$ cat config.mk
export PLATFORM = sky130hd
export DESIGN_NAME = serial_frame_rx
export DESIGN_NICKNAME = d
export VERILOG_FILES = /design/src/rtl/serial_frame_pkg.sv /design/src/rtl/sipo_shift_reg.sv /design/src/rtl/serial_frame_rx.sv
export SDC_FILE = /design/constraint.sdc
export NUM_CORES = 1
export LEC_CHECK = 0
export BUFFER_PORTS_ARGS = -buffer_cell sky130_fd_sc_hd__buf_2
export CAP_MARGIN = 10
export CORE_MARGIN = 3
export CORE_UTILIZATION = 55
export CTS_BUF_LIST = sky130_fd_sc_hd__clkbuf_8
export DETAILED_ROUTE_END_ITERATION = 7
export GPL_TIMING_DRIVEN = 1
export HOLD_SLACK_MARGIN = 0.15
export PLACE_DENSITY = 0.81
export SLEW_MARGIN = 20
export SYNTH_ARGS = -nofsm -noshare
export SYNTH_HDL_FRONTEND = slang
export SYNTH_SLANG_ARGS = --single-unit
$ cat constraint.sdc
create_clock -name clk -period 2.6 [get_ports clk]
set_input_delay 0.13 -clock clk [delete_from_list [all_inputs] [get_ports clk]]
set_output_delay 0.13 -clock clk [all_outputs]
set_load 0.05 [all_outputs]
$ cat src/rtl/serial_frame_pkg.sv
// Shared types and line-level constants for the serial frame receive path.
package serial_frame_pkg;

  typedef enum logic [2:0] {
    IDLE   = 3'd0,
    DATA   = 3'd1,
    PARITY = 3'd2,
    STOP   = 3'd3,
    BREAK  = 3'd4
  } rx_state_t;

  localparam logic LINE_IDLE = 1'b1;
  localparam logic START_BIT = 1'b0;
  localparam logic STOP_BIT  = 1'b1;

endpackage

$ cat src/rtl/sipo_shift_reg.sv
// Serial-in parallel-out register; shifts right so the first bit received lands in bit 0.
module sipo_shift_reg #(
  parameter int WIDTH = 8
) (
  input  logic             clk,
  input  logic             i_clr,
  input  logic             i_shift_en,
  input  logic             i_din,
  output logic [WIDTH-1:0] o_q
);

  logic [WIDTH-1:0] r_q;

  always_ff @(posedge clk) begin
    if (i_clr) begin
      r_q <= '0;
    end else if (i_shift_en) begin
      r_q <= {i_din, r_q[WIDTH-1:1]};
    end
  end

  assign o_q = r_q;

endmodule

$ cat src/rtl/serial_frame_rx.sv
// Idle-high one-bit-per-clock frame receiver with a single-entry valid/ready output.
// Optional even parity bit enabled by defining SERIAL_FRAME_RX_PARITY_EN.
module serial_frame_rx
  import serial_frame_pkg::*;
#(
  parameter int WIDTH = 8
) (
  input  logic             clk,
  input  logic             reset,
  input  logic             sdin,
  output logic [WIDTH-1:0] dout,
  output logic             dout_valid,
  input  logic             dout_ready,
  output logic             frame_err,
  output logic             parity_err,
  output logic             overrun
);

  localparam int CNT_W = $clog2(WIDTH);
  localparam logic [CNT_W-1:0] CNT_LAST = CNT_W'(WIDTH - 1);

  rx_state_t        r_state;
  logic [CNT_W-1:0] r_cnt;
  logic [WIDTH-1:0] r_dout;
  logic             r_dout_valid;
  logic             r_frame_err;
  logic             r_overrun;
  logic [WIDTH-1:0] w_shift;
  logic             w_start;
  logic             w_shift_en;

  assign w_start    = (r_state == IDLE) && (sdin == START_BIT);
  assign w_shift_en = (r_state == DATA);

  sipo_shift_reg #(.WIDTH(WIDTH)) u_sipo (
    .clk        (clk),
    .i_clr      (reset | w_start),
    .i_shift_en (w_shift_en),
    .i_din      (sdin),
    .o_q        (w_shift)
  );

`ifdef SERIAL_FRAME_RX_PARITY_EN
  logic r_par;
  logic r_par_bad;
  logic r_parity_err;
  assign parity_err = r_parity_err;
`else
  assign parity_err = 1'b0;
`endif

  always_ff @(posedge clk) begin
    if (reset) begin
      r_state      <= IDLE;
      r_cnt        <= '0;
      r_dout       <= '0;
      r_dout_valid <= 1'b0;
      r_frame_err  <= 1'b0;
      r_overrun    <= 1'b0;
`ifdef SERIAL_FRAME_RX_PARITY_EN
      r_par        <= 1'b0;
      r_par_bad    <= 1'b0;
      r_parity_err <= 1'b0;
`endif
    end else begin
      r_frame_err <= 1'b0;
      r_overrun   <= 1'b0;
`ifdef SERIAL_FRAME_RX_PARITY_EN
      r_parity_err <= 1'b0;
`endif
      // A load in STOP below overrides this drain on the same edge.
      if (r_dout_valid && dout_ready) begin
        r_dout_valid <= 1'b0;
      end

      case (r_state)
        IDLE: begin
          if (w_start) begin
            r_cnt <= '0;
`ifdef SERIAL_FRAME_RX_PARITY_EN
            r_par     <= 1'b0;
            r_par_bad <= 1'b0;
`endif
            r_state <= DATA;
          end
        end

        DATA: begin
          r_cnt <= r_cnt + 1'b1;
`ifdef SERIAL_FRAME_RX_PARITY_EN
          r_par <= r_par ^ sdin;
`endif
          if (r_cnt == CNT_LAST) begin
`ifdef SERIAL_FRAME_RX_PARITY_EN
            r_state <= PARITY;
`else
            r_state <= STOP;
`endif
          end
        end

`ifdef SERIAL_FRAME_RX_PARITY_EN
        PARITY: begin
          r_par_bad <= (sdin != r_par);
          r_state   <= STOP;
        end
`endif

        STOP: begin
          if (sdin == STOP_BIT) begin
`ifdef SERIAL_FRAME_RX_PARITY_EN
            if (r_par_bad) r_parity_err <= 1'b1;
            else
`endif
            if (!r_dout_valid || dout_ready) begin
              r_dout       <= w_shift;
              r_dout_valid <= 1'b1;
            end else begin
              r_overrun <= 1'b1;
            end
            r_state <= IDLE;
          end else begin
            r_frame_err <= 1'b1;
            r_state     <= BREAK;
          end
        end

        // Wait for the line to return high so a held-low line is not a new start.
        BREAK: begin
          if (sdin == LINE_IDLE) begin
            r_state <= IDLE;
          end
        end

        default: r_state <= IDLE;
      endcase
    end
  end

  assign dout       = r_dout;
  assign dout_valid = r_dout_valid;
  assign frame_err  = r_frame_err;
  assign overrun    = r_overrun;

endmodule

==> results by group, run 1 <==
Outcome
  • Outcome: completed

Synth
  • Sequential area share after synthesis: 0.495
  • Syn. warnings: 0
  • Synth top area cells: dfxtp_1 50%, mux2i_1 15%, nand2_1 7.1%
  • Netlist cell types: 25
  • Syn Inst Count: 101
  • Mapped Area: 1010 um2
  • Yosys top cell area share: 0.495
  • Yosys top cell by area: dfxtp_1
  • Mapped Avg Cell Area: 10.0 um2
  • Post-Syn Nets: 107
  • Yosys reg bits: 25

Timing
  • RSZ-0062 raised after global routing: no
  • Tightest Pin Transition: between 0.6 and 0.7 ns
  • Final setup margin: around 1.1 ns
  • WHS: around 0.19 ns
  • Final setup fails: 0
  • Fin. Hold Viols: 0
  • Setup TNS: 0 ns
  • Slew Limit Fails: 0
  • Fmax: 657 MHz
  • Final worst path period share: 0.586
  • Minimum clock period: 1.52 ns
  • Max-Slew Margin vs Limit: 0.567
  • Max Clock Skew: 0.00190 ns

Placement
  • Final GP Congestion: 0.699
  • Setup slack at placement: roughly 1.1 ns
  • DP Area: 1070 um2
  • Dpl hpwl: ~1200 um
  • Port Buffers: 14

Floorplanning
  • Core outline area: between 1500 and 2000 um2
  • Die width: approximately 49 um
  • Die outline height: 48.9 um
  • Starting Density: 0.627
  • Die area: 2390 um2
  • # rows: 14
  • IO Pins: 16

Setup path
  • Crit path arrival time: 1.66 ns
  • R2R Setup Slk: 1.08 ns
  • Crit Reg-Reg Endpoint: u_sipo.o_q[5]
  • Worst reg2reg path depth: 3
  • CP max FO: 12
  • R2r startpoint: r_state[0]
  • Req. time, crit path: 2.74 ns
  • Crit Path Class: reg2reg
  • Setup crit end kind: register
  • Startpoint Class: register

Global route
  • Vias in the first global route: 703
  • Largest net degree at the start of global routing: 19
  • All-Layer GR Usage: 0.159
  • Antenna violations before repair: 0
  • First-pass GRT wire length: 3110 um
  • Global route overflow: 0

Pwr
  • Switching portion of total power: 0.218
  • Internal power: 0.508 mW
  • Logic pwr share: 0.063
  • Reg power frac: 0.603
  • Pwr dens: roughly 570 nW/um2
  • VDD IR max: 0.000420 V
  • Switch Pwr: between 0.1 and 0.15 mW
  • Lkg Pwr: between 0.4 and 0.5 nW
  • Clock power frac: 0.334

Route
  • Routed Antenna Nets: 0
  • DRC viols: 0
  • DR iter-0 viols: 9
  • Via count: 715
  • WL/cell: around 12 um
  • Final wirelength: roughly 1700 um
  • DRT Pass-1 Iters: 4
  • Drt via density: about 5

Clock network
  • Worst-Skew Late Latency: 0.26 ns
  • Clock Sinks: 25
  • Clk pin slew, worst setup/hold paths: about 0.080 ns
  • Hold-fix buffers, CTS: 2
  • Post_cts resized: 0
  • Root Buffer: clkbuf_8
  • Post-CTS setup buffers: 0
  • CTS buffer count: 3
  • Clock buffer depth: 2
  • CTS tree: yes
  • H-tree levels: 1

Hold path
  • Hold endpoint: r_cnt[0]
  • Hold crit path type: in2reg
  • Worst hold start: reset
  • Hold Path Cell Cnt: 2

Cells and area
  • ANT cells: 0
  • Fill cell count: around 140
  • Register area: 500 um2
  • Share of cells above drive strength 1: 0.200
  • Nets: roughly 120
  • Final core occ: 0.707
  • Area of the multi-input gates: 462 um2
  • Area Growth Syn to Fin: 12.6%
  • Most common cell after layout, fill and taps aside: dfxtp_1
  • Most frequent cells in the layout: 25 x dfxtp_1, 19 x nand2_1, 15 x mux2i_1, 14 x buf_2, 10 x nor2_1
  • Design Area, Final: 1140 um2

Run
  • Max-cap viol count: 0
worst max-delay path, cell delays in order, from the launching register on:
cell,delay [ns]
dfxtp_1,0.46
nor3b_4,0.62
mux2i_1,0.27
nor2_1,0.05
per-stage QoR:
step | total power, mW | cells
after CTS | 0.658 | 139
after floorplan | 0.434 | 101
final | 0.649 | 139
after global placement | 0.437 | 133
after global routing | 0.680 | 139
after detailed placement | 0.439 | 133
power groups by stage:
stage                     Sequential [mW]  Clock, mW  Combinational, mW
final                               0.391      0.217             0.0409
after detailed placement            0.401          0             0.0388
after global routing                0.392      0.243             0.0448
after floorplan                     0.399          0             0.0342
after global placement              0.400          0             0.0372
after CTS                           0.392      0.225             0.0412
state kept, by name, summed over array words and instances (netlist names):
register    cells
r_state         3
dout_valid      1
dout            8
r_cnt           3
u_sipo.o_q      8
overrun         1
frame_err       1
area by class of cell:
class,instances,area share
Clock inverter,1,0.00330
Sequential cell,25,0.440
Clock buffer,3,0.0363
Tap cell,24,0.0264
Timing Repair Buffer,17,0.0857
Inverter,1,0.00330
Multi-Input combinational cell,68,0.405
per-layer routing:
metal  track usage  wire length (um)  up-vias
met1         0.193               803      339
met3        0.0245                59        0
li1              -                 -      366
met2         0.283               835       10
met4        0.0569                 0        0
met5             0                 0        -
worst max-delay path by stage:
stage | from | end | slack (ns) | cells after the start
after global routing | r_state[0] | u_sipo.o_q[2] | 0.93 | 3
after floorplan | dout_valid | dout[0] | 1.31 | 4
after global placement | r_state[0] | u_sipo.o_q[4] | 1.17 | 3
after detailed placement | r_state[0] | u_sipo.o_q[3] | 1.11 | 3
after CTS | r_state[0] | u_sipo.o_q[6] | 1.08 | 3
final | r_state[0] | u_sipo.o_q[5] | 1.08 | 3
cell usage after synthesis (all sizes together):
cell type,number
buf,7
nor4,1
dfxtp,25
ha,2
nand2,19
nand4b,1
o31ai,2
nor3,5
and3,1
a21oi,3
a211oi,2
nand2b,1
mux2i,15
nor2b,2
o41ai,1
nor3b,1
inv,1
nor2,10
conb,1
nand3b,1
cell families after synthesis:
kind of cell,after synthesis,synth area share
simple gates,42,0.203
fa+ha+maj,2,0.0247
buf+inv,8,0.0483
flops,25,0.495
mux,15,0.149
other cells,1,0.00371
compound gates,8,0.0767
Note: power is estimated with default switching activity, not from simulation.
==> run 2, diff against run 1 <==
--- a/config.mk
+++ b/config.mk
@@ -8,12 +8,12 @@
 export BUFFER_PORTS_ARGS = -buffer_cell sky130_fd_sc_hd__buf_2
 export CAP_MARGIN = 10
 export CORE_MARGIN = 3
-export CORE_UTILIZATION = 55
+export CORE_UTILIZATION = 51
 export CTS_BUF_LIST = sky130_fd_sc_hd__clkbuf_8
 export DETAILED_ROUTE_END_ITERATION = 7
 export GPL_TIMING_DRIVEN = 1
 export HOLD_SLACK_MARGIN = 0.15
-export PLACE_DENSITY = 0.81
+export PLACE_DENSITY = 0.79
 export SLEW_MARGIN = 20
 export SYNTH_ARGS = -nofsm -noshare
 export SYNTH_HDL_FRONTEND = slang
==> constraint.sdc (replaced) <==
create_clock -name clk -period 1.3 [get_ports clk]
set_input_delay 0.065 -clock clk [delete_from_list [all_inputs] [get_ports clk]]
set_output_delay 0.065 -clock clk [all_outputs]
set_load 0.05 [all_outputs]
==> run 2 against run 1 <==
  * Cell count is 4.3% higher
  * Critical path depth is 3 higher
  * Via count is 2.5% higher
  * Sequential share of layout area is 2.3 points lower
  * Register-to-register slack worse by 0.98 ns
  * First-iteration DRC count stayed put
  * Cell area is 6.3% higher
  * Worst hold slack better by 0.27 ns
  * Worst setup slack worse by 0.99 ns
  * Critical endpoint is now dout[2]
  * Highest routed layer is now met4
==> results by group, run 2 (same netlist as run 1, synthesis figures left out) <==
Setup path
  • CP max FO: 8 (-4)
  • Stages on the worst setup path: 6 (+3)
  • Worst Path Buf+Inv: 3 (+3)
  • Crit path arrival time: 1.41 ns (-0.25 ns)
  • Startpoint Class: primary input
  • Cell Chain, Critical Path: dlygate4sd3_1, buf_6, nand4b_1, nor2b_1, buf_6, mux2i_1
  • Slowest stage delay, CP: 0.54 ns (-0.08 ns)
  • Req. time, crit path: 1.49 ns (-1.25 ns)
  • R2R Setup Slk: 0.10 ns (-0.98 ns)
  • CP Launch Point: sdin
  • Crit Reg-Reg Endpoint: dout[2]
  • Worst reg2reg path depth: 4 (+1)
  • Crit Path Class: in2reg
  • Setup crit end kind: register
  • R2r startpoint: r_state[2]
  • Setup crit end: dout[2]
  • Cell mode on critical path: buf_6
  • Crit path max-delay family: buffers and inverters
  • Critical-path top delay cell: dlygate4sd3_1

Floorplanning
  • Die area: 2550 um2 (+6.8%)
  • # rows: 15 (+1)
  • Die width: 50.5 um (+3.4%)
  • Starting Density: 0.561 (-0.0662)
  • Core outline area: 1800 um2 (+12%)
  • Die outline height: 50.5 um (+3.4%)
  • IO Pins: 16 (unchanged)

Placement
  • Port Buffers: 14 (unchanged)
  • Final GP Congestion: 0.807 (+15%)
  • Dpl hpwl: 1220 um (+2.8%)
  • Cells after DPL: 137 (+3.0%)
  • DP Area: 1110 um2 (+3.4%)

Route
  • Final wirelength: 1780 um (+4.9%)
  • WL/cell: 12.3 um (+0.60%)
  • DRT Pass-1 Iters: 4 (unchanged)
  • Routed Antenna Nets: 0 (unchanged)
  • Via count: 733 (+2.5%)
  • Drt via density: 5.06 (-1.7%)
  • DRC viols: 0 (unchanged)
  • DR iter-0 viols: 9 (unchanged)

Cells and area
  • Most frequent cells in the layout: 22 x dfxtp_1, 19 x nand2_1, 15 x mux2i_1, 13 x buf_2, 10 x nor2_1
  • Register area: 504 um2 (+0.75%)
  • Area Growth Syn to Fin: 19.7%
  • Final Non-Filler Cells: 145 (+4.3%)
  • Design Area, Final: 1210 um2 (+6.3%)
  • Share of cells above drive strength 1: 0.258 (+0.0583)
  • Nets: 127 (+4.1%)
  • ANT cells: 0 (unchanged)
  • Final core occ: 0.672 (-0.0350)
  • Area of the multi-input gates: 462 um2 (unchanged)
  • Most common cell after layout, fill and taps aside: dfxtp_1
  • Fill cell count: 136 (-4.2%)

Timing
  • Fin. Hold Viols: 0 (unchanged)
  • Minimum clock period: 1.22 ns
  • Max Clock Skew: 0.00255 ns (+0.000651 ns)
  • Slew Limit Fails: 0 (unchanged)
  • Final setup fails: 0 (unchanged)
  • Fmax: 822 MHz
  • Final worst path period share: 0.936
  • RSZ-0062 raised after global routing: no
  • Setup TNS: 0 ns (unchanged)

Global route
  • Global route overflow: 0 (unchanged)
  • All-Layer GR Usage: 0.169 (+0.0102)
  • Antenna violations before repair: 0 (unchanged)
  • Largest net degree at the start of global routing: 19 (unchanged)
  • First-pass GRT wire length: 3190 um (+2.4%)
  • Vias in the first global route: 738 (+5.0%)

Clock network
  • Clock Sinks: 25 (unchanged)
  • Clock buffer depth: 2 (unchanged)
  • CTS tree: yes
  • Worst-Skew Late Latency: 0.26 ns (about the same)
  • Root Buffer: clkbuf_8
  • Clk pin slew, worst setup/hold paths: 0.08 ns (about the same)
  • CTS buffer count: 3 (unchanged)
  • H-tree levels: 1 (unchanged)

Pwr
  • Lkg Pwr: 0.490 nW (+6.9%)
  • VDD IR max: 0.000705 V (+68%)
  • Pwr dens: 1100 nW/um2 (+92%)
  • Tot Pwr: 1.33 mW (+100%)

Hold path
  • Hold crit path type: reg2reg

Outcome
  • Outcome: completed

Run
  • Max-cap viol count: 0 (unchanged)
run 2: cell count changes in the layout (fill, tap and decap cells not counted), sizes merged:
cell	delta
buf	+4
clkinv	+1
dlygate4sd3	+1
inv	-1
run 2: timing repair:
action / in CTS / in global routing
gates resized for setup: 0 / 9
buffers inserted: 0 / 1
hold buffers: 3 / 0
hold endpoints to repair: 9 / 0
endpoints found under the setup margin: 0 / 16
run 2: metrics by stage:
stage / setup WS, ns / hold slack (ns)
after floorplan: 0.00811 / 0.143
after global placement: 0.0687 / 0.338
after detailed placement: 0.0339 / 0.341
after CTS: 0.0125 / 0.467
after global routing: 0.0155 / 0.493
final: 0.0837 / 0.459
run 2: worst min path at each step:
stage | from | to | slack [ns] | depth (start not counted)
after global routing | dout[1] | dout[1] | 0.49 | 2
final | dout[1] | dout[1] | 0.46 | 2
after floorplan | sdin | r_state[2] | 0.14 | 1
after CTS | dout[1] | dout[1] | 0.47 | 2
after global placement | sdin | frame_err | 0.34 | 2
after detailed placement | sdin | frame_err | 0.34 | 2
run 2: power by group:
part / switching (mW) / internal [mW] / leakage (nW) / total [mW]
sequential: 0.00907 / 0.774 / 0.203 / 0.783
combinational: 0.0544 / 0.0453 / 0.261 / 0.0997
clock: 0.230 / 0.214 / 0.0255 / 0.444
run 2: area by class of cell:
| type | count | share of cell area |
|---|---|---|
| repair buffers | 22 | 0.132 |
| clock inverters | 1 | 0.00414 |
| multi-input cells | 68 | 0.382 |
| clock buffers | 3 | 0.0341 |
| well taps | 25 | 0.0259 |
| flip-flops and latches | 25 | 0.417 |
| inverters | 1 | 0.00517 |
run 2: per-layer routing:
layer  share of wire  track usage  wire, um  up-vias
li1                -            -         -      377
met1            0.48        0.207       864      340
met2            0.46        0.276       821       14
met3           0.042       0.0267        74        2
met4           0.012        0.108        22        0
met5               0            0         0        -
run 2: worst reg2reg max path, stage by stage, from the launching register on:
cell and delay [ns]:
dfxtp_2 0.36, nand4b_1 0.22, nor2b_1 0.17, buf_6 0.17, mux2i_1 0.21
